===== config.mk =====
export PLATFORM = sky130hd
export DESIGN_NAME = memory_arbiter
export DESIGN_NICKNAME = d
export VERILOG_FILES = /design/src/rtl/memory_arbiter_pkg.sv /design/src/rtl/memory_arbiter_rr_pick.sv /design/src/rtl/memory_arbiter.sv
export SDC_FILE = /design/constraint.sdc
export NUM_CORES = 1
export LEC_CHECK = 0
export ABC_AREA = 0
export CELL_PAD_IN_SITES_DETAIL_PLACEMENT = 1
export CELL_PAD_IN_SITES_GLOBAL_PLACEMENT = 2
export CORE_MARGIN = 2
export CORE_UTILIZATION = 16
export DETAILED_ROUTE_END_ITERATION = 8
export GPL_TIMING_DRIVEN = 0
export PLACE_DENSITY = 0.92
export SLEW_MARGIN = 5
export SYNTH_ARGS = -nofsm -noshare
export SYNTH_HDL_FRONTEND = slang
export SYNTH_SLANG_ARGS = --single-unit

===== constraint.sdc =====
create_clock -name clock -period 4.15 [get_ports clock]
set_input_delay 0.83 -clock clock [delete_from_list [all_inputs] [get_ports clock]]
set_output_delay 0.83 -clock clock [all_outputs]
set_load 0.05 [all_outputs]

===== src/rtl/memory_arbiter_pkg.sv =====
// Shared constants and types for the memory-port arbiter and related schedulers.
package sigma_mem_pkg;

    localparam int ADDR_W    = 17;
    localparam int DATA_W    = 32;
    localparam int BYTE_EN_W = 4;

    typedef enum logic [1:0] {
        IDLE  = 2'd0,
        GRANT = 2'd1,
        TURN  = 2'd2
    } arb_state_t;

endpackage


===== src/rtl/memory_arbiter_rr_pick.sv =====
// Round-robin picker: first set request at or after ptr, wrapping past N-1.
// Purely combinational so it can be shared by other schedulers.
module rr_pick #(
    parameter int N = 4
) (
    input  logic [N-1:0] req,
    input  logic [2:0]   ptr,
    output logic [2:0]   pick,
    output logic         valid
);

    // Scan N positions starting at ptr; the first hit wins.
    always_comb begin
        int           idx;
        logic [N-1:0] req_sh;
        idx    = 0;
        req_sh = '0;
        pick   = '0;
        valid  = 1'b0;
        for (int i = 0; i < N; i++) begin
            idx = int'(ptr) + i;
            if (idx >= N) begin
                idx = idx - N;
            end
            req_sh = req >> idx;
            if (!valid && req_sh[0]) begin
                valid = 1'b1;
                pick  = 3'(idx);
            end
        end
    end

endmodule


===== src/rtl/memory_arbiter.sv =====
// Arbiter for the shared word-addressed memory port: CPU (index 0) plus IOPs.
//
// state | meaning
// IDLE  | no owner; arbitrate every cycle from rr_ptr
// GRANT | owner drives the memory port; quantum counting
// TURN  | one dead cycle so the old owner's bus can float before the next owner
module memory_arbiter #(
    parameter int NUM_REQ = 4,
    parameter int QUANTUM = 8,
    parameter int ADDR_W  = sigma_mem_pkg::ADDR_W,
    parameter int DATA_W  = sigma_mem_pkg::DATA_W
) (
    input  logic                                       clock,
    input  logic                                       reset_n,
    input  logic [NUM_REQ-1:0]                         req,
    output logic [NUM_REQ-1:0]                         grant,
    input  logic [NUM_REQ*ADDR_W-1:0]                  req_addr,
    input  logic [NUM_REQ*DATA_W-1:0]                  req_wdata,
    input  logic [NUM_REQ*sigma_mem_pkg::BYTE_EN_W-1:0] req_we,
    output logic [ADDR_W-1:0]                          mem_addr,
    output logic [DATA_W-1:0]                          mem_wdata,
    output logic [sigma_mem_pkg::BYTE_EN_W-1:0]        mem_we,
    output logic [2:0]                                 owner,
    output logic                                       busy
);

    import sigma_mem_pkg::*;

    localparam logic [7:0]         QMAX = 8'(QUANTUM);
    localparam logic [NUM_REQ-1:0] ONE  = {{(NUM_REQ-1){1'b0}}, 1'b1};

    arb_state_t         state_q, state_d;
    logic [2:0]         owner_q, owner_d;
    logic [7:0]         qcount_q, qcount_d;
    logic [2:0]         rr_ptr_q, rr_ptr_d;
    logic [NUM_REQ-1:0] grant_q, grant_d;

    logic [2:0]           pick_idx;
    logic                 pick_valid;
    logic                 owner_req;
    logic                 others_req;
    logic [BYTE_EN_W-1:0] owner_we;
    logic [2:0]           next_ptr;

    rr_pick #(.N(NUM_REQ)) u_rr_pick (
        .req   (req),
        .ptr   (rr_ptr_q),
        .pick  (pick_idx),
        .valid (pick_valid)
    );

    // Views of the current owner's request and write enables, and competing demand.
    always_comb begin
        logic [NUM_REQ-1:0]           req_sh;
        logic [NUM_REQ*BYTE_EN_W-1:0] we_sh;
        req_sh     = req >> owner_q;
        we_sh      = req_we >> (int'(owner_q) * BYTE_EN_W);
        owner_req  = req_sh[0];
        owner_we   = we_sh[BYTE_EN_W-1:0];
        others_req = |(req & ~(ONE << owner_q));
        next_ptr   = (owner_q == 3'(NUM_REQ - 1)) ? 3'd0 : owner_q + 3'd1;
    end

    // State register.
    always_ff @(posedge clock or negedge reset_n) begin
        if (!reset_n) begin
            state_q  <= IDLE;
            owner_q  <= '0;
            qcount_q <= '0;
            rr_ptr_q <= '0;
            grant_q  <= '0;
        end else begin
            state_q  <= state_d;
            owner_q  <= owner_d;
            qcount_q <= qcount_d;
            rr_ptr_q <= rr_ptr_d;
            grant_q  <= grant_d;
        end
    end

    // Next-state: arbitrate from IDLE/TURN, release or preempt from GRANT.
    always_comb begin
        state_d  = state_q;
        owner_d  = owner_q;
        qcount_d = qcount_q;
        rr_ptr_d = rr_ptr_q;
        case (state_q)
            IDLE, TURN: begin
                if (pick_valid) begin
                    state_d  = GRANT;
                    owner_d  = pick_idx;
                    qcount_d = '0;
                end else begin
                    state_d = IDLE;
                end
            end
            GRANT: begin
                qcount_d = (qcount_q == QMAX) ? qcount_q : qcount_q + 8'd1;
                // A write in progress is never cut, even after the quantum.
                if (!owner_req || (qcount_q == QMAX && others_req && owner_we == '0)) begin
                    state_d  = TURN;
                    rr_ptr_d = next_ptr;
                end
            end
            default: state_d = IDLE;
        endcase
        grant_d = (state_d == GRANT) ? (ONE << owner_d) : '0;
    end

    // Outputs: registered grant, owner mux onto the memory port only while busy.
    always_comb begin
        logic [NUM_REQ*ADDR_W-1:0]    addr_sh;
        logic [NUM_REQ*DATA_W-1:0]    data_sh;
        logic [NUM_REQ*BYTE_EN_W-1:0] we_sh;
        addr_sh   = req_addr >> (int'(owner_q) * ADDR_W);
        data_sh   = req_wdata >> (int'(owner_q) * DATA_W);
        we_sh     = req_we >> (int'(owner_q) * BYTE_EN_W);
        busy      = (state_q == GRANT);
        grant     = grant_q;
        owner     = owner_q;
        mem_addr  = '0;
        mem_wdata = '0;
        mem_we    = '0;
        if (busy) begin
            mem_addr  = addr_sh[ADDR_W-1:0];
            mem_wdata = data_sh[DATA_W-1:0];
            mem_we    = we_sh[BYTE_EN_W-1:0];
        end
    end

endmodule


; After elaboration in Yosys (flattened, before gate mapping)
; Index checks and enable logic that the tools add are counted.
[word_totals]
output_inout_bits = 61
in_bits = 218
register_bits = 20
[classes]
mux = 25
magnitude_cmp = 4
n_reduce_logical = 17
shifts = 10
add_sub_neg = 9
n_eq_ne = 7
n_mul = 1
bitwise_logic = 2
[ops]
columns = op, count
row1 = $mux 32, 5
row2 = $shr 128x8->32, 1
row3 = $shr 4x32->1, 4
row4 = $ge 32x4->1 const B, 3
row5 = $sub 32x4->32 const B, 3
row6 = $shr 68x8->17, 1
row7 = $mux 3, 7
row8 = $mux 17, 1
row9 = $mux 8, 2
row10 = $pmux 8 s2, 1
row11 = $shr 16x5->4, 1
row12 = $add 3x2->4 const B, 2
row13 = $add 8x1->8 const B, 1
row14 = $eq 8x4->1 const B, 1
row15 = $mul 3x5->8 const B, 1
row16 = $mux 4, 2
row17 = $shl 1x3->4 const A, 2
row18 = $logic_and 1x1->1, 5
row19 = $mux 1, 5
row20 = $add 3x1->4 const B, 1
row21 = $and 4x4->4, 1
row22 = $eq 2x1->1 const B, 2
row23 = $logic_not 1->1, 4
row24 = $logic_not 4->1, 1
row25 = 17 further kinds, 18

; Logic depth before layout (Yosys ltp)
[logic_depth]
ltp_word = 17
depth_mapped = 11
mapped_depth_nobuf = 8

; Cells and area by module
; From an unflattened synthesis, not the netlist that was laid out.
[unflattened]
hier_cells = 270
hier_area_um2 = 2974.1
[by_module_without_submodules]
columns = module, area_each_um2, n_inst, seq_area_each_um2, cells_each
row1 = memory_arbiter, 2697.6, 1, 500.5, 236
row2 = rr_pick, 276.5, 1, 0.0, 34

; Worst setup path before layout
; OpenSTA, ideal clock, no wires.
[synth_timing]
path_kind = register to output
start = register owner_q[0], in the netlist owner[0]
end = output port mem_addr[0]
arrival_ns = 2.526
stages_incl_launch_ff = 5
path_slack_ns = 0.794
n_path_buf = 2
required_time_ns = 3.320
path_cell_list = dfrtp_1 -> buf_6 -> buf_1 -> mux4_2 -> nor2b_1
[synth_between]
elab_chain_cells = 3
[synth_rtl]
columns = element, line_no
row1 = "start, declared", memory_arbiter.sv:33  ; logic [2:0] owner_q, owner_d;
row2 = "start signal, assigned", memory_arbiter.sv:74  ; owner_q <= owner_d;
row3 = $mul 3x5->8, memory_arbiter.sv:115  ; addr_sh = req_addr >> (int'(owner_q) * ADDR_W);
row4 = $shr 68x8->17, memory_arbiter.sv:115
row5 = $mux 17, memory_arbiter.sv:124  ; if (busy) begin
row6 = "end, declared", memory_arbiter.sv:20  ; output logic [ADDR_W-1:0] mem_addr,
; No other way between the ends.

; Final worst setup path
[layout_timing]
start = register owner_q[0], in the netlist owner[0]
end = output port mem_wdata[29]
[layout_between]
elab_chain_cells = 2
[layout_rtl]
columns = element, line_no
row1 = $shr 128x8->32, memory_arbiter.sv:116  ; data_sh = req_wdata >> (int'(owner_q) * DATA_W);
row2 = $mux 32, memory_arbiter.sv:124
row3 = "end, declared", memory_arbiter.sv:21  ; output logic [DATA_W-1:0] mem_wdata,
; No other way between the ends.

==> reports/results.tsv <==
stage	metric	value	unit
flow_run	maxCapViolCount	0	
yosys	yosysWarnings	0	
global_routing	grt_pass1_vias	4118	
pwr	powerDensity	685	mW/mm^2
placement	dpl.cell_count	774	
run_status	status	complete, no violations	
yosys	synth_cell_types	49	
cts	clk_pin_slew	0.06	ns
yosys	ys.flop_type	dfrtp_1	
placement	hpwlAfterDp	13600	um
global_routing	grt_max_degree	21	
critical_path	arrival	3.08	ns
die	boundaryPins	279	
cts	numCtsBuffers	3	
global_routing	antenna_found_initial	0	
yosys	synth-seq-cells	20	
placement	placed_area	0.00601	mm^2
yosys	ys_async_sr_fraction	1.00	
detailed_routing	antenna_left	0	
detailed_routing	drcViolationCount	0	
critical_path	reg2reg_from	rr_ptr_q[1]	
yosys	synth_fp_nets	492	
critical_path	start_kind	register	
placement	portBuffers	278	
placement	gp_congestion	0.936	
die	dieArea	0.0195	mm^2
cts	cts_tree	built	
timing	setup_tns	0	ns
detailed_routing	firstDrtPassIters	4	
timing	period_needed	3.91	ns
pwr	p_total	4.17	mW
detailed_routing	viasPerCell	4.55	
detailed_routing	wl	15700	um
timing	hold_viol_final	0	
yosys	avgSynthCellArea	11.0	um^2
yosys	synth_area	0.00294	mm^2
die	fp.dieW	140	um
cells_and_area	fillers	2016	
critical_path	crit_start	owner[0]	
timing	hold_slack	0.583	ns
cts	ctsHtreeMaxLevel	1	
die	start_util	0.163	
critical_path	crit_required	3.32	ns
cts	cts.sinks	20	
min_path	min_path_type	reg -> reg	
cts	cts_root_buffer	clkbuf_16	
cells_and_area	nets	775	
pwr	ir_worst_vdd	398	uV
cells_and_area	drive_gt1_frac	0.126	
timing	post-route-period-util	0.942	
detailed_routing	num_vias	3532	
cts	clkLatencyLatePin	0.25	ns
die	rows	49	
critical_path	path_max_fanout	10	
cells_and_area	finish.utilization	0.338	
timing	slew_headroom	0.407	
critical_path	rrSetupSlack	0.53	ns
detailed_routing	wl_per_cell	20.2	um
die	design.core.area	0.0180	mm^2
timing	final_max_slew_viol_count	0	
yosys	synth_edf_count	0	
timing	fin_ws	0.240	ns
cells_and_area	design_area	0.00609	mm^2
timing	finClkSkew	0.00394	ns
critical_path	cp-end-kind	output port	
global_routing	grt.overflow.total	0	
timing	setup_viol	0	
cts	clockBufferDepth	2	
cells_and_area	syn_to_final_growth	107	%
detailed_routing	drtIter0Drc	132	
pwr	leakagePower	2.19	nW
global_routing	grt_first_pass_wirelength	23800	um
timing	max_freq	256	MHz
yosys	syn_inst	267	
critical_path	crit_type	reg -> out	
die	fp.dieH	140	um
cts	cts_hold_buffers	0	
global_routing	track_usage	0.155	
yosys	yosysSeqAreaShare	0.170	
timing	rsz0062_at_grt	false	
cells_and_area	stdcell_count	777	
min_path	hp-start	qcount_q[6]	
cells_and_area	diodes	0	
timing	worst_pin_slew	0.887	ns
placement	place_ws	0.192	ns
-- cell usage after synthesis, types with 2 or more instances --
master / number / area share
a211oi_1: 2 / 0.0051
a21boi_0: 3 / 0.0077
a21o_1: 2 / 0.0051
a21oi_1: 6 / 0.010
a221oi_1: 2 / 0.0060
a2bb2oi_1: 3 / 0.0089
a32o_1: 2 / 0.0068
a32oi_1: 2 / 0.0060
buf_1: 6 / 0.0077
clkbuf_1: 18 / 0.023
dfrtp_1: 20 / 0.17
ha_1: 7 / 0.030
inv_1: 13 / 0.017
mux2_2: 2 / 0.0077
mux2i_1: 2 / 0.0068
mux4_2: 54 / 0.41
nand2_1: 7 / 0.0089
nand2b_1: 4 / 0.0085
nand4_1: 4 / 0.0085
nor2_1: 7 / 0.0089
nor2b_1: 56 / 0.12
nor3_1: 3 / 0.0051
nor4_1: 2 / 0.0043
o21ai_0: 8 / 0.014
o21bai_1: 2 / 0.0051
o22ai_1: 2 / 0.0043
or3_1: 4 / 0.0085
or4_1: 2 / 0.0051
xor2_1: 2 / 0.0060
-- registers in the layout (all words and copies together) (netlist names) --
signal and count:
qcount_q 8, state_q 2, grant 4, rr_ptr_q 3, owner 3
-- path summary, 6_finish.rpt --
kind / cells past startpoint / endpoint
worst min register to register: 2 / qcount_q[6]
worst min-delay path: 2 / qcount_q[6]
worst max register to register: 11 / grant[3]
max in group asynchronous: 1 / qcount_q[3]
worst max-delay path: 5 / mem_wdata[29]
min in group asynchronous: 1 / qcount_q[1]
-- cell families after synthesis --
kind of cell / after synthesis / share of synthesized area
adders and majority gates: 7 / 0.0298
and+or+nand+nor: 96 / 0.192
buffers and inverters: 38 / 0.0510
muxes: 60 / 0.442
AOI/OAI and AO/OA: 43 / 0.106
xor gates and xnor gates: 3 / 0.00893
DFF: 20 / 0.170
-- critical path: stages, from the launching register on --
cell             delay (ns)
dfrtp_1                0.51
buf_6                  0.23
buf_1                  0.60
mux4_2                 0.59
nor2b_1                0.14
clkdlybuf4s50_1        0.75
-- final cells by class --
type | count | area (um^2) | share of cell area
Inverter | 13 | 48.8 | 0.00801
Clock buffer | 3 | 75.1 | 0.0123
Timing Repair Buffer | 278 | 2780 | 0.457
Tap cell | 229 | 287 | 0.0470
Buffer | 25 | 106 | 0.0175
Multi-Input combinational cell | 209 | 2290 | 0.376
Sequential cell | 20 | 500 | 0.0822
-- routing by layer --
layer / wire [um] / vias to the layer above / global-route usage
met4: 226 / 0 / 0.0279
li1: - / 1607 / -
met2: 8060 / 179 / 0.289
met1: 6290 / 1732 / 0.185
met3: 1130 / 14 / 0.0337
met5: 0 / - / 0
-- report_power, final --
part           internal (mW)  switching (mW)  leakage (nW)
sequential             0.251          0.0615         0.262
combinational           1.50            2.17          1.89
clock                  0.127          0.0663        0.0370
total                   1.88            2.30          2.19
-- what timing repair did --
action	4_1_cts	5_1_grt
setup endpoints to repair	3	28
resized for setup	1	6
hold endpoints to repair	0	0
setup buffers	0	0
-- layout by cell type (no fill, tap or decap), types with 3 or more instances in the layout --
cell type        count
dfrtp_1             20
a21oi_1              6
clkbuf_16            3
inv_1               13
o21ai_0              8
nand2_1              7
clkbuf_2             4
nand4_1              4
mux4_2              54
clkdlybuf4s50_1    278
a2bb2oi_1            3
or3_1                4
a21boi_0             3
ha_1                 7
nor3_1               3
clkbuf_1            17
nor2b_1             56
nor2_1               7
buf_1                3
nand2b_1             4
No activity file was read; power rests on OpenSTA's default activity.
